==> src/rtl/stream_fifo_pkg.sv <==
// Shared definitions for the stream FIFO: read-mode constants, the status-flag bundle
// and a helper that turns a fill level into status flags.
package stream_fifo_pkg;

    localparam int FIFO_MODE_STD  = 0;  // standard registered read
    localparam int FIFO_MODE_FWFT = 1;  // first-word-fall-through (show-ahead)

    typedef struct packed {
        logic empty;
        logic full;
        logic almost_full;
        logic almost_empty;
    } fifo_flags_t;

    // All status flags come from the registered level, so they move on the same edge.
    function automatic fifo_flags_t derive_flags(input int lvl, input int depth,
                                                 input int afull_th, input int aempty_th);
        fifo_flags_t f;
        f.empty        = (lvl == 0);
        f.full         = (lvl == depth);
        f.almost_full  = (lvl >= afull_th);
        f.almost_empty = (lvl <= aempty_th);
        return f;
    endfunction

endpackage

==> src/rtl/stream_fifo_if.sv <==
// Stream FIFO bus: flush, write/read handshakes and all status outputs.
// The producer/consumer side uses the master modport, the FIFO uses the slave modport.
interface stream_fifo_if #(
    parameter int DATA_W = 16,
    parameter int ADDR_W = 4
);
    logic              clr;
    logic              wr_en;
    logic [DATA_W-1:0] wr_data;
    logic              rd_en;
    logic [DATA_W-1:0] rd_data;
    logic              rd_valid;
    logic              empty;
    logic              full;
    logic              almost_full;
    logic              almost_empty;
    logic [ADDR_W:0]   level;
    logic              overflow;
    logic              underflow;

    modport master (
        output clr, wr_en, wr_data, rd_en,
        input  rd_data, rd_valid, empty, full, almost_full, almost_empty,
               level, overflow, underflow
    );

    modport slave (
        input  clr, wr_en, wr_data, rd_en,
        output rd_data, rd_valid, empty, full, almost_full, almost_empty,
               level, overflow, underflow
    );
endinterface

==> src/rtl/stream_fifo_sdp_ram.sv <==
// Simple dual-port RAM for the FIFO storage: one synchronous write port and one
// synchronous read port. A read of an address written on the same edge returns the old word.
module stream_fifo_sdp_ram #(
    parameter int DATA_W = 16,
    parameter int ADDR_W = 4
) (
    input  logic              clk,
    input  logic              wr_en_i,
    input  logic [ADDR_W-1:0] wr_addr_i,
    input  logic [DATA_W-1:0] wr_data_i,
    input  logic [ADDR_W-1:0] rd_addr_i,
    output logic [DATA_W-1:0] rd_data_o
);
    localparam int DEPTH = 2**ADDR_W;

    logic [DATA_W-1:0] mem_q [DEPTH];
    logic [DATA_W-1:0] rd_data_q;

    // Storage write and registered read.
    // NOTE: the array has no reset so it maps onto block RAM; stale words are never
    // exposed because the pointers and level are what get reset.
    always_ff @(posedge clk) begin
        if (wr_en_i) begin
            mem_q[wr_addr_i] <= wr_data_i;
        end
        rd_data_q <= mem_q[rd_addr_i];
    end

    assign rd_data_o = rd_data_q;

endmodule

==> src/rtl/stream_fifo.sv <==
// Single-clock stream FIFO with FWFT or standard read mode, fill level, programmable
// almost-full/almost-empty thresholds, write-through-when-full, sticky error flags
// and a synchronous flush.
module stream_fifo
    import stream_fifo_pkg::*;
#(
    parameter int DATA_W    = 16,
    parameter int ADDR_W    = 4,
    parameter int FWFT      = FIFO_MODE_FWFT,
    parameter int AFULL_TH  = 2**ADDR_W - 4,
    parameter int AEMPTY_TH = 4
) (
    input  logic         clk,
    input  logic         rst_n,
    stream_fifo_if.slave fifo_if
);
    localparam int              DEPTH   = 2**ADDR_W;
    localparam logic [ADDR_W:0] CNT_ONE = (ADDR_W+1)'(1);

    logic [ADDR_W:0]   wr_ptr_q, wr_ptr_d;
    logic [ADDR_W:0]   rd_ptr_q, rd_ptr_d;
    logic [ADDR_W:0]   level_q, level_d;
    logic              overflow_q, overflow_d;
    logic              underflow_q, underflow_d;

    fifo_flags_t       flags;
    logic              rd_acc, wr_acc;
    logic              rd_fire, wr_fire;
    logic [ADDR_W-1:0] ram_rd_addr;
    logic [DATA_W-1:0] ram_q;

    assign flags = derive_flags(32'(level_q), DEPTH, AFULL_TH, AEMPTY_TH);

    // A read is taken only when data exists; a write is taken when there is room
    // or when a read frees a slot on the same edge (write-through when full).
    assign rd_acc  = fifo_if.rd_en & ~flags.empty;
    assign wr_acc  = fifo_if.wr_en & (~flags.full | rd_acc);
    // Flush overrides both handshakes.
    assign rd_fire = rd_acc & ~fifo_if.clr;
    assign wr_fire = wr_acc & ~fifo_if.clr;

    // Next-state for pointers, level and sticky error flags.
    // NOTE: every variable gets a default at the top, so no path leaves one unassigned
    // and no latch is inferred.
    always_comb begin
        wr_ptr_d    = wr_ptr_q;
        rd_ptr_d    = rd_ptr_q;
        level_d     = level_q;
        overflow_d  = overflow_q;
        underflow_d = underflow_q;
        if (fifo_if.clr) begin
            wr_ptr_d    = '0;
            rd_ptr_d    = '0;
            level_d     = '0;
            overflow_d  = 1'b0;
            underflow_d = 1'b0;
        end else begin
            if (wr_acc) wr_ptr_d = wr_ptr_q + CNT_ONE;
            if (rd_acc) rd_ptr_d = rd_ptr_q + CNT_ONE;
            case ({wr_acc, rd_acc})
                2'b10:   level_d = level_q + CNT_ONE;
                2'b01:   level_d = level_q - CNT_ONE;
                default: level_d = level_q;
            endcase
            if (fifo_if.wr_en && !wr_acc) overflow_d  = 1'b1;
            if (fifo_if.rd_en && !rd_acc) underflow_d = 1'b1;
        end
    end

    // Pointer, level and error-flag registers with synchronous active-low reset.
    // NOTE: state registers use non-blocking assignments so every flop samples the
    // pre-edge values regardless of statement order.
    always_ff @(posedge clk) begin
        if (!rst_n) begin
            wr_ptr_q    <= '0;
            rd_ptr_q    <= '0;
            level_q     <= '0;
            overflow_q  <= 1'b0;
            underflow_q <= 1'b0;
        end else begin
            wr_ptr_q    <= wr_ptr_d;
            rd_ptr_q    <= rd_ptr_d;
            level_q     <= level_d;
            overflow_q  <= overflow_d;
            underflow_q <= underflow_d;
        end
    end

    stream_fifo_sdp_ram #(
        .DATA_W (DATA_W),
        .ADDR_W (ADDR_W)
    ) u_ram (
        .clk       (clk),
        .wr_en_i   (wr_fire & rst_n),
        .wr_addr_i (wr_ptr_q[ADDR_W-1:0]),
        .wr_data_i (fifo_if.wr_data),
        .rd_addr_i (ram_rd_addr),
        .rd_data_o (ram_q)
    );

    if (FWFT == FIFO_MODE_FWFT) begin : g_fwft
        // Show-ahead: the RAM always looks up the head position valid after this edge.
        // When that position is being written on the same edge the RAM would return
        // the old word, so the incoming word is captured in a head register instead.
        logic              byp_q;
        logic              byp_d;
        logic [DATA_W-1:0] byp_data_q;

        assign ram_rd_addr = rd_ptr_d[ADDR_W-1:0];
        assign byp_d       = wr_fire && (wr_ptr_q == rd_ptr_d);

        // Head register: selects the just-written word when it becomes the head.
        always_ff @(posedge clk) begin
            if (!rst_n) begin
                byp_q      <= 1'b1;
                byp_data_q <= '0;
            end else if (fifo_if.clr) begin
                byp_q      <= 1'b0;
            end else begin
                byp_q <= byp_d;
                if (byp_d) byp_data_q <= fifo_if.wr_data;
            end
        end

        assign fifo_if.rd_data  = byp_q ? byp_data_q : ram_q;
        assign fifo_if.rd_valid = ~flags.empty;
    end else begin : g_std
        // Standard read: the popped word leaves the RAM one edge after the accepted
        // read and is presented, with rd_valid, one edge later.
        logic              pop_q;
        logic              rd_valid_q;
        logic [DATA_W-1:0] rd_data_q;

        assign ram_rd_addr = rd_ptr_q[ADDR_W-1:0];

        // Read pipeline: pop marker, then output register holding the last word.
        always_ff @(posedge clk) begin
            if (!rst_n) begin
                pop_q      <= 1'b0;
                rd_valid_q <= 1'b0;
                rd_data_q  <= '0;
            end else if (fifo_if.clr) begin
                pop_q      <= 1'b0;
                rd_valid_q <= 1'b0;
            end else begin
                pop_q      <= rd_fire;
                rd_valid_q <= pop_q;
                if (pop_q) rd_data_q <= ram_q;
            end
        end

        assign fifo_if.rd_data  = rd_data_q;
        assign fifo_if.rd_valid = rd_valid_q;
    end

    assign fifo_if.empty        = flags.empty;
    assign fifo_if.full         = flags.full;
    assign fifo_if.almost_full  = flags.almost_full;
    assign fifo_if.almost_empty = flags.almost_empty;
    assign fifo_if.level        = level_q;
    assign fifo_if.overflow     = overflow_q;
    assign fifo_if.underflow    = underflow_q;

endmodule

==> src/flat_wrapper.sv <==
// flat-port wrapper written by rule: the top's interface ports become plain ports
module stream_fifo_flat import stream_fifo_pkg::*;
#(
    parameter int DATA_W    = 16,
    parameter int ADDR_W    = 4,
    parameter int FWFT      = FIFO_MODE_FWFT,
    parameter int AFULL_TH  = 2**ADDR_W - 4,
    parameter int AEMPTY_TH = 4
)
  (clk, rst_n, fifo_if_clr, fifo_if_wr_en, fifo_if_wr_data, fifo_if_rd_en, fifo_if_rd_data, fifo_if_rd_valid, fifo_if_empty, fifo_if_full, fifo_if_almost_full, fifo_if_almost_empty, fifo_if_level, fifo_if_overflow, fifo_if_underflow);
  stream_fifo_if #(.DATA_W(DATA_W), .ADDR_W(ADDR_W)) fifo_if_i ();
  input  logic clk;
  input  logic rst_n;
  input wire logic [$bits(fifo_if_i.clr)-1:0] fifo_if_clr;
  input wire logic [$bits(fifo_if_i.wr_en)-1:0] fifo_if_wr_en;
  input wire logic [$bits(fifo_if_i.wr_data)-1:0] fifo_if_wr_data;
  input wire logic [$bits(fifo_if_i.rd_en)-1:0] fifo_if_rd_en;
  output wire logic [$bits(fifo_if_i.rd_data)-1:0] fifo_if_rd_data;
  output wire logic [$bits(fifo_if_i.rd_valid)-1:0] fifo_if_rd_valid;
  output wire logic [$bits(fifo_if_i.empty)-1:0] fifo_if_empty;
  output wire logic [$bits(fifo_if_i.full)-1:0] fifo_if_full;
  output wire logic [$bits(fifo_if_i.almost_full)-1:0] fifo_if_almost_full;
  output wire logic [$bits(fifo_if_i.almost_empty)-1:0] fifo_if_almost_empty;
  output wire logic [$bits(fifo_if_i.level)-1:0] fifo_if_level;
  output wire logic [$bits(fifo_if_i.overflow)-1:0] fifo_if_overflow;
  output wire logic [$bits(fifo_if_i.underflow)-1:0] fifo_if_underflow;
  assign fifo_if_i.clr = fifo_if_clr;
  assign fifo_if_i.wr_en = fifo_if_wr_en;
  assign fifo_if_i.wr_data = fifo_if_wr_data;
  assign fifo_if_i.rd_en = fifo_if_rd_en;
  assign fifo_if_rd_data = fifo_if_i.rd_data;
  assign fifo_if_rd_valid = fifo_if_i.rd_valid;
  assign fifo_if_empty = fifo_if_i.empty;
  assign fifo_if_full = fifo_if_i.full;
  assign fifo_if_almost_full = fifo_if_i.almost_full;
  assign fifo_if_almost_empty = fifo_if_i.almost_empty;
  assign fifo_if_level = fifo_if_i.level;
  assign fifo_if_overflow = fifo_if_i.overflow;
  assign fifo_if_underflow = fifo_if_i.underflow;
  stream_fifo #(.DATA_W(DATA_W), .ADDR_W(ADDR_W), .FWFT(FWFT), .AFULL_TH(AFULL_TH), .AEMPTY_TH(AEMPTY_TH)) u_core (.clk(clk), .rst_n(rst_n), .fifo_if(fifo_if_i));
endmodule
==> config.mk <==
export PLATFORM = sky130hd
export DESIGN_NAME = stream_fifo_flat
export DESIGN_NICKNAME = d
export VERILOG_FILES = /design/src/rtl/stream_fifo_pkg.sv /design/src/rtl/stream_fifo_if.sv /design/src/rtl/stream_fifo_sdp_ram.sv /design/src/rtl/stream_fifo.sv /design/src/flat_wrapper.sv
export SDC_FILE = /design/constraint.sdc
export NUM_CORES = 1
export LEC_CHECK = 0
export CAP_MARGIN = 25
export CORE_AREA = 5 5 156 158
export CTS_BUF_LIST = sky130_fd_sc_hd__clkbuf_4 sky130_fd_sc_hd__clkbuf_8
export CTS_CLUSTER_DIAMETER = 40
export DETAILED_ROUTE_END_ITERATION = 8
export DIE_AREA = 0 0 161 163
export DONT_BUFFER_PORTS = 1
export GPL_TIMING_DRIVEN = 0
export PLACE_DENSITY = 0.7
export SLEW_MARGIN = 30
export SYNTH_ARGS = -nofsm -noshare
export SYNTH_HDL_FRONTEND = slang
export SYNTH_SLANG_ARGS = --single-unit
==> constraint.sdc <==
create_clock -name clk -period 8.4 [get_ports clk]
set_clock_uncertainty 0.05 [all_clocks]
set_input_delay 0.42 -clock clk [delete_from_list [all_inputs] [get_ports clk]]
set_output_delay 0.42 -clock clk [all_outputs]
set_load 0.01 [all_outputs]
==> flow_metrics.env, run 1 <==
export IMPL_die_area_mm2=0.0262
export IMPL_syn_to_final_growth_pct=14.8
export IMPL_holdCritStartpoint="fifo_if_wr_en"
export IMPL_fin_ws_ns=4.24
export IMPL_p_sw_uw=699
export IMPL_synth_cell_types=49
export IMPL_place_detailed_hpwl_um=17700
export IMPL_worstRegToRegCells=10
export IMPL_avgSynthCellArea_um2=16.5
export IMPL_core_area_mm2=0.0230
export IMPL_cts_hold_buf=16
export IMPL_synth_edf_count=256
export IMPL_dp_cells=1048
export IMPL_first_iter_violations=654
export IMPL_power_share_clock=0.423
export IMPL_gp_congestion=0.820
export IMPL_outcome="finished clean"
export IMPL_wire_per_inst_um=23.5
export IMPL_hold_path_end="u_core.fifo_if.level[4]"
export IMPL_arrival_ns=4.59
export IMPL_fin_area_mm2=0.0141
export IMPL_cp_start_kind="flop"
export IMPL_ys_seq_elements=306
export IMPL_period_share=0.496
export IMPL_wl_met2_um=13600
export IMPL_post_cts_setup_buffers=0
export IMPL_fin_crit_ns=4.16
export IMPL_cts_root_buffer="clkbuf_8"
export IMPL_drv_cap=0
export IMPL_routed_wl_um=27200
export IMPL_std_cell_rows=56
export IMPL_portBuffers=0
export IMPL_slew_viol_final=0
export IMPL_drt_pass1_iterations=5
export IMPL_worst_r2r_endpoint="u_core.u_ram.rd_data_o[5]"
export IMPL_grt_pass1_wl_um=41700
export IMPL_rrSetupSlack_ns=4.24
export IMPL_hold_class="input port to flop"
export IMPL_vias_per_cell=5.91
export IMPL_syn_inst=744
export IMPL_htree_levels=2
export IMPL_insertion_delay_ns=0.56
export IMPL_cp_max_fo=10
export IMPL_synthFlopType="edfxtp_1"
export IMPL_max_freq_ghz=0.240
export IMPL_nFillCells=1640
export IMPL_cts_resized=0
export IMPL_max_slew_margin=0.444
export IMPL_ys_warn_count=0
export IMPL_ios=49
export IMPL_place_area_mm2=0.0129
export IMPL_dr_wl_met3_um=1820
export IMPL_clk_pin_slew_ns=0.06
export IMPL_seqPwrFrac=0.518
export IMPL_worst_ep_required_time_ns=8.83
export IMPL_ir_drop_v=0.000112
export IMPL_grt_max_degree=18
export IMPL_overflow=0
export IMPL_grt_use_total=0.209
export IMPL_hold_depth=2
export IMPL_met1_length_um=11400
export IMPL_fin_setup_tns_ns=0
export IMPL_vias=6846
export IMPL_cts_made_buffers=50
export IMPL_cts_tree="built"
export IMPL_die_h_um=163
export IMPL_cts_max_path_buffers=3
export IMPL_switching_share=0.217
export IMPL_synthesis_area_mm2=0.0123
export IMPL_grt_pass1_vias=7156
export IMPL_clock_sinks=306
export IMPL_rsz0062_at_grt="no"
export IMPL_r2r_start="u_core.fifo_if.level[0]"
export IMPL_internal_power_mw=2.52
export IMPL_worst_pin_slew_ns=0.817
export IMPL_start_util=0.535
export IMPL_finalNetCount=856
export IMPL_regArea_mm2=0.00869
export IMPL_routed_top_layer="met5"
export IMPL_drive_gt1_frac=0.221
export IMPL_async_flop_share=0
export IMPL_utilization=0.614
export IMPL_multi_input_area_mm2=0.00345
export IMPL_seq_area_frac_synth=0.707
export IMPL_dpl_worst_slack_ns=4.27
export IMPL_ant_nets=0
export IMPL_die_x_um=161
export IMPL_comb_power_share=0.059
export IMPL_path_class="flop to flop"
export IMPL_finalNonFillerCells=1159
export IMPL_finalHoldViolations=0
export IMPL_synth_nets=774
export IMPL_antenna_found_initial=4
export IMPL_powerDensity_mw_per_mm2=228
export IMPL_setup_viol=0
export IMPL_drc=0
export IMPL_crit_path_end_kind="flop"
export IMPL_p_leak_nw=4.86
==> kinds of logic (layout without fill, tap and decap cells) <==
| family | after synthesis | after routing | share of synthesized area |
|---|---|---|---|
| DFF | 306 | 306 | 0.707 |
| adders and majority gates | 9 | 9 | 0.00978 |
| other | 0 | 2 | 0 |
| buffers and inverters | 49 | 172 | 0.0187 |
| AOI/OAI and AO/OA | 76 | 76 | 0.0438 |
| muxes | 153 | 153 | 0.157 |
| and+or+nand+nor | 138 | 138 | 0.0527 |
| xor gates and xnor gates | 13 | 13 | 0.0105 |
==> routing by layer <==
layer	GRT usage	vias to the layer above
li1	-	3048
met2	0.348	237
met5	0	-
met4	0.0516	4
met3	0.0496	41
met1	0.283	3516
==> synthesized netlist by cell type, drive strengths merged, types with 4 or more instances <==
cell type | n | share of area
clkbuf | 18 | 0.0055
inv | 9 | 0.0027
dfxtp | 50 | 0.081
nor2b | 8 | 0.0041
buf | 22 | 0.010
nand2b | 7 | 0.0036
a221o | 15 | 0.012
mux2 | 18 | 0.016
mux2i | 105 | 0.086
mux4 | 30 | 0.055
ha | 8 | 0.0081
xor2 | 6 | 0.0055
nand3 | 4 | 0.0016
a22oi | 16 | 0.0098
xnor2 | 7 | 0.0050
a21oi | 10 | 0.0041
nor2 | 47 | 0.014
edfxtp | 256 | 0.63
o21ai | 22 | 0.0096
nor3 | 7 | 0.0029
nand2 | 49 | 0.015
==> area by class of cell <==
| type | instances | share of cell area |
|---|---|---|
| Multi-Input combinational cell | 389 | 0.245 |
| Clock inverter | 25 | 0.0157 |
| Buffer | 40 | 0.0139 |
| Antenna cell | 2 | 0.000355 |
| Timing Repair Buffer | 30 | 0.0212 |
| Inverter | 9 | 0.00239 |
| Clock buffer | 68 | 0.0601 |
| Sequential cell | 306 | 0.616 |
| Tap cell | 290 | 0.0257 |
==> power groups by stage <==
stage	sequential [mW]	combinational, mW	clock, mW
2_1_floorplan	1.70	0.126	0
3_3_place_gp	1.70	0.157	0
3_5_place_dp	1.70	0.163	0
4_1_cts	1.67	0.189	1.38
5_1_grt	1.67	0.203	1.45
6_report	1.67	0.189	1.36
==> worst max-delay path by stage <==
stage / from / end / slack [ns] / depth (start not counted)
after floorplan: u_core.fifo_if.level[0] / u_core.g_fwft.byp_data_q[10] / 5.41 / 10
after global placement: u_core.fifo_if.level[0] / u_core.u_ram.rd_data_o[4] / 4.07 / 10
after detailed placement: u_core.fifo_if.level[0] / u_core.u_ram.rd_data_o[5] / 4.27 / 10
after CTS: u_core.fifo_if.level[0] / u_core.u_ram.rd_data_o[5] / 4.28 / 10
after global routing: u_core.fifo_if.level[0] / u_core.u_ram.rd_data_o[5] / 4.19 / 10
final: u_core.fifo_if.level[0] / u_core.u_ram.rd_data_o[5] / 4.24 / 10
==> state kept, by name, indices dropped and copies added, names as in the netlist <==
| name | cells |
|---|---|
| u_core.g_fwft.byp_q | 1 |
| u_core.fifo_if.underflow | 1 |
| u_core.u_ram.mem_q | 256 |
| u_core.u_ram.rd_data_o | 16 |
| u_core.wr_ptr_q | 5 |
| u_core.fifo_if.overflow | 1 |
| u_core.fifo_if.level | 5 |
| u_core.rd_ptr_q | 5 |
| u_core.g_fwft.byp_data_q | 16 |
==> metrics by stage <==
stage | power, mW | hold slack [ns]
finish | 3.22 | 0.0621
global route | 3.32 | 0.0666
CTS | 3.24 | 0.0234
detailed placement | 1.86 | 0.398
global placement | 1.85 | 0.390
floorplan | 1.82 | 0.381
==> placed cells by master, fill, tap and decap left out, types with 14 or more instances in the layout <==
cell type | synthesis | final
nor2_1 | 47 | 35
a221o_1 | 15 | 15
a22oi_1 | 16 | 16
nand2_1 | 49 | 49
mux2_2 | 18 | 18
clkbuf_1 | 18 | 18
mux2i_1 | 104 | 104
clkbuf_8 | 0 | 54
mux4_2 | 30 | 30
edfxtp_1 | 256 | 256
dfxtp_1 | 50 | 50
dlygate4sd3_1 | 0 | 16
clkbuf_4 | 0 | 14
o21ai_0 | 17 | 17
==> critical path, cell delays in order (launching register included) <==
cell and delay (ns):
dfxtp_1 0.35, buf_6 0.15, or4_4 0.53, buf_6 0.16, o21ai_0 0.29, mux2i_2 0.76
inv_1 0.25, nor3_2 0.56, clkbuf_1 0.52, a22oi_1 0.29, o21ai_1 0.19
(Power assumes the default switching activity.)
==> inputs of run 2 (changes only) <==
Settings changed: ABC_AREA set to 1, CORE_AREA 5 5 156 158 to 5 5 160 162, DIE_AREA 0 0 161 163 to 0 0 165 167.
Clock period 8.4 ns to 4 ns, I/O delays scaled along.
==> flow_metrics.env, run 2 <==
export IMPL_outcome="finished clean"
export IMPL_p_leak_nw=5.93
export IMPL_ys_top_cells_by_count="edfxtp_1 (256), nand2_1 (205), inv_1 (188)"
export IMPL_die_area_mm2=0.0276
export IMPL_die_h_um=167
export IMPL_grt_pass1_vias=8621
export IMPL_finalNetCount=1280
export IMPL_synth_cell_types=31
export IMPL_largest_reg_flops=256
export IMPL_gp_congestion=0.869
export IMPL_crit_family="simple AND/OR/NAND/NOR gates"
export IMPL_portBuffers=0
export IMPL_rsz0062_at_grt="no"
export IMPL_ios=49
export IMPL_cp_max_fo=10
export IMPL_crit_path_end_kind="flop"
export IMPL_max_freq_ghz=0.369
export IMPL_ys_seq_elements=306
export IMPL_yosysMostFrequentCell="edfxtp_1"
export IMPL_powerDensity_mw_per_mm2=458
export IMPL_largest_register="u_core.u_ram.mem_q"
export IMPL_htree_levels=2
export IMPL_cts_made_buffers=48
export IMPL_vias=8825
export IMPL_setup_viol=0
export IMPL_insertion_delay_ns=0.57
export IMPL_worst_pin_slew_ns=0.936
export IMPL_fin_area_mm2=0.0147
export IMPL_worstPathCellList="nor2_2 -> nand3_4 -> nand3_2 -> nand3_4 -> clkbuf_1 -> nand2_1 -> o211ai_1 -> nand3_1 -> nand3_1 -> nand2_1"
export IMPL_place_area_mm2=0.0136
export IMPL_cts_max_path_buffers=3
export IMPL_cts_resized=0
export IMPL_avgSynthCellArea_um2=11.1
export IMPL_synth_top_area_cell="edfxtp_1"
export IMPL_cts_root_buffer="clkbuf_8"
export IMPL_grt_use_total=0.235
export IMPL_worst_ep_required_time_ns=4.37
export IMPL_cp_start_kind="flop"
export IMPL_final_common_cell="edfxtp_1"
export IMPL_seq_area_frac_synth=0.668
export IMPL_arrival_ns=3.09
export IMPL_core_area_mm2=0.0240
export IMPL_vias_per_cell=5.50
export IMPL_fin_setup_tns_ns=0
export IMPL_drive_gt1_frac=0.137
export IMPL_worst_path_buf_inv=1
export IMPL_synthFlopType="edfxtp_1"
export IMPL_drv_cap=0
export IMPL_max_slew_margin=0.374
export IMPL_multi_input_area_mm2=0.00335
export IMPL_final_cell_mix="edfxtp_1 (256), nand2_1 (205), inv_1 (188)"
export IMPL_finalHoldViolations=0
export IMPL_overflow=0
export IMPL_ys_warn_count=0
export IMPL_slowest_delay_ns=0.49
export IMPL_synthesis_area_mm2=0.0130
export IMPL_path_class="flop to flop"
export IMPL_nFillCells=1886
export IMPL_fin_crit_ns=2.71
export IMPL_drt_pass1_iterations=5
export IMPL_antenna_found_initial=0
export IMPL_ir_drop_v=0.000190
export IMPL_wire_per_inst_um=20.1
export IMPL_grt_max_degree=18
export IMPL_synth_top_area_share=0.591
export IMPL_yosys_top_cells_area="edfxtp_1 (59%), dfxtp_1 (7.7%), o211ai_1 (6.5%)"
export IMPL_n_antenna_cell=0
export IMPL_ant_nets=0
export IMPL_synth_nets=1197
export IMPL_drc=0
export IMPL_start_util=0.543
export IMPL_grt_pass1_wl_um=48900
export IMPL_clk_pin_slew_ns=0.06
export IMPL_routed_wl_um=32200
export IMPL_cts_tree="built"
export IMPL_slew_viol_final=0
export IMPL_synth_edf_count=256
export IMPL_clock_sinks=306
export IMPL_hold_class="input port to flop"
export IMPL_std_cell_rows=57
export IMPL_async_flop_share=0
export IMPL_die_x_um=165
export IMPL_syn_to_final_growth_pct=13.1
export IMPL_crit_path_top_delay_cell="dfxtp_1"
export IMPL_syn_inst=1167
export IMPL_regArea_mm2=0.00869
export IMPL_first_iter_violations=1020
export IMPL_place_detailed_hpwl_um=21900
export IMPL_period_share=0.678
run 2: cell types whose count changed after synthesis, sizes merged, moves of 18 or more:
cell    before  now
buf         22   43
inv          9  190
mux2i      105    0
mux4        30    0
nand2       49  207
nand3        4  143
nand4        1   19
nor2        47   74
o211ai       3  112
run 2: routing by layer:
layer / up-vias / track usage / wire, um
met2: 440 / 0.363 / 14700
li1: 4180 / - / -
met4: 0 / 0.0785 / 943
met1: 4156 / 0.326 / 13300
met5: - / 0 / 0
met3: 49 / 0.0583 / 3250
run 2: worst reg2reg max path, stage by stage (launching register included):
cell,delay [ns]
dfxtp_1,0.49
nor2_2,0.11
nand3_4,0.18
nand3_2,0.26
nand3_4,0.25
clkbuf_1,0.45
nand2_1,0.12
o211ai_1,0.11
nand3_1,0.19
nand3_1,0.25
nand2_1,0.12
run 2: cell type report:
class	count	share of cell area
clock buffers	68	0.0551
flip-flops and latches	306	0.590
well taps	324	0.0275
repair buffers	33	0.0236
plain buffers	61	0.0206
multi-input cells	609	0.228
clock inverters	14	0.00646
inverters	191	0.0487
run 2: final timing paths:
check	slack (ns)	depth (start not counted)	end	start
worst max-delay path	1.29	10	u_core.u_ram.rd_data_o[8]	u_core.fifo_if.level[2]
worst min-delay path	0.02	4	u_core.fifo_if.level[1]	fifo_if_wr_en
worst max register to register	1.29	10	u_core.u_ram.rd_data_o[8]	u_core.fifo_if.level[2]
worst min register to register	0.43	2	u_core.g_fwft.byp_data_q[3]	u_core.g_fwft.byp_data_q[3]
run 2: report_power, final:
group,internal [mW],switching [mW]
Combinational,0.202,0.493
Sequential,3.51,0.0268
Clock,1.36,1.15
run 2: what timing repair did:
item,4_1_cts,5_1_grt
setup buffers,0,0
endpoints found under the hold margin,279,0
hold buffers,22,0
run 2: per-stage QoR:
step / std cells / util / hold WS, ns / total power, mW / worst slack, ns
after floorplan: 1167 / - / 0.249 / 4.02 / 1.71
after global placement: 1491 / 0.560 / 0.251 / 4.21 / 0.789
after detailed placement: 1502 / 0.567 / 0.250 / 4.22 / 1.29
after CTS: 1606 / 0.614 / 0.0128 / 6.77 / 1.28
after global routing: 1606 / 0.614 / 0.0511 / 6.99 / 1.13
final: 1606 / 0.614 / 0.0158 / 6.74 / 1.29
run 2: cell families after synthesis:
logic type / synth area share
DFF: 0.668
buffers and inverters: 0.0784
xor gates and xnor gates: 0.00202
adders and majority gates: 0.00923
AOI/OAI and AO/OA: 0.0749
muxes: 0.0138
and+or+nand+nor: 0.154
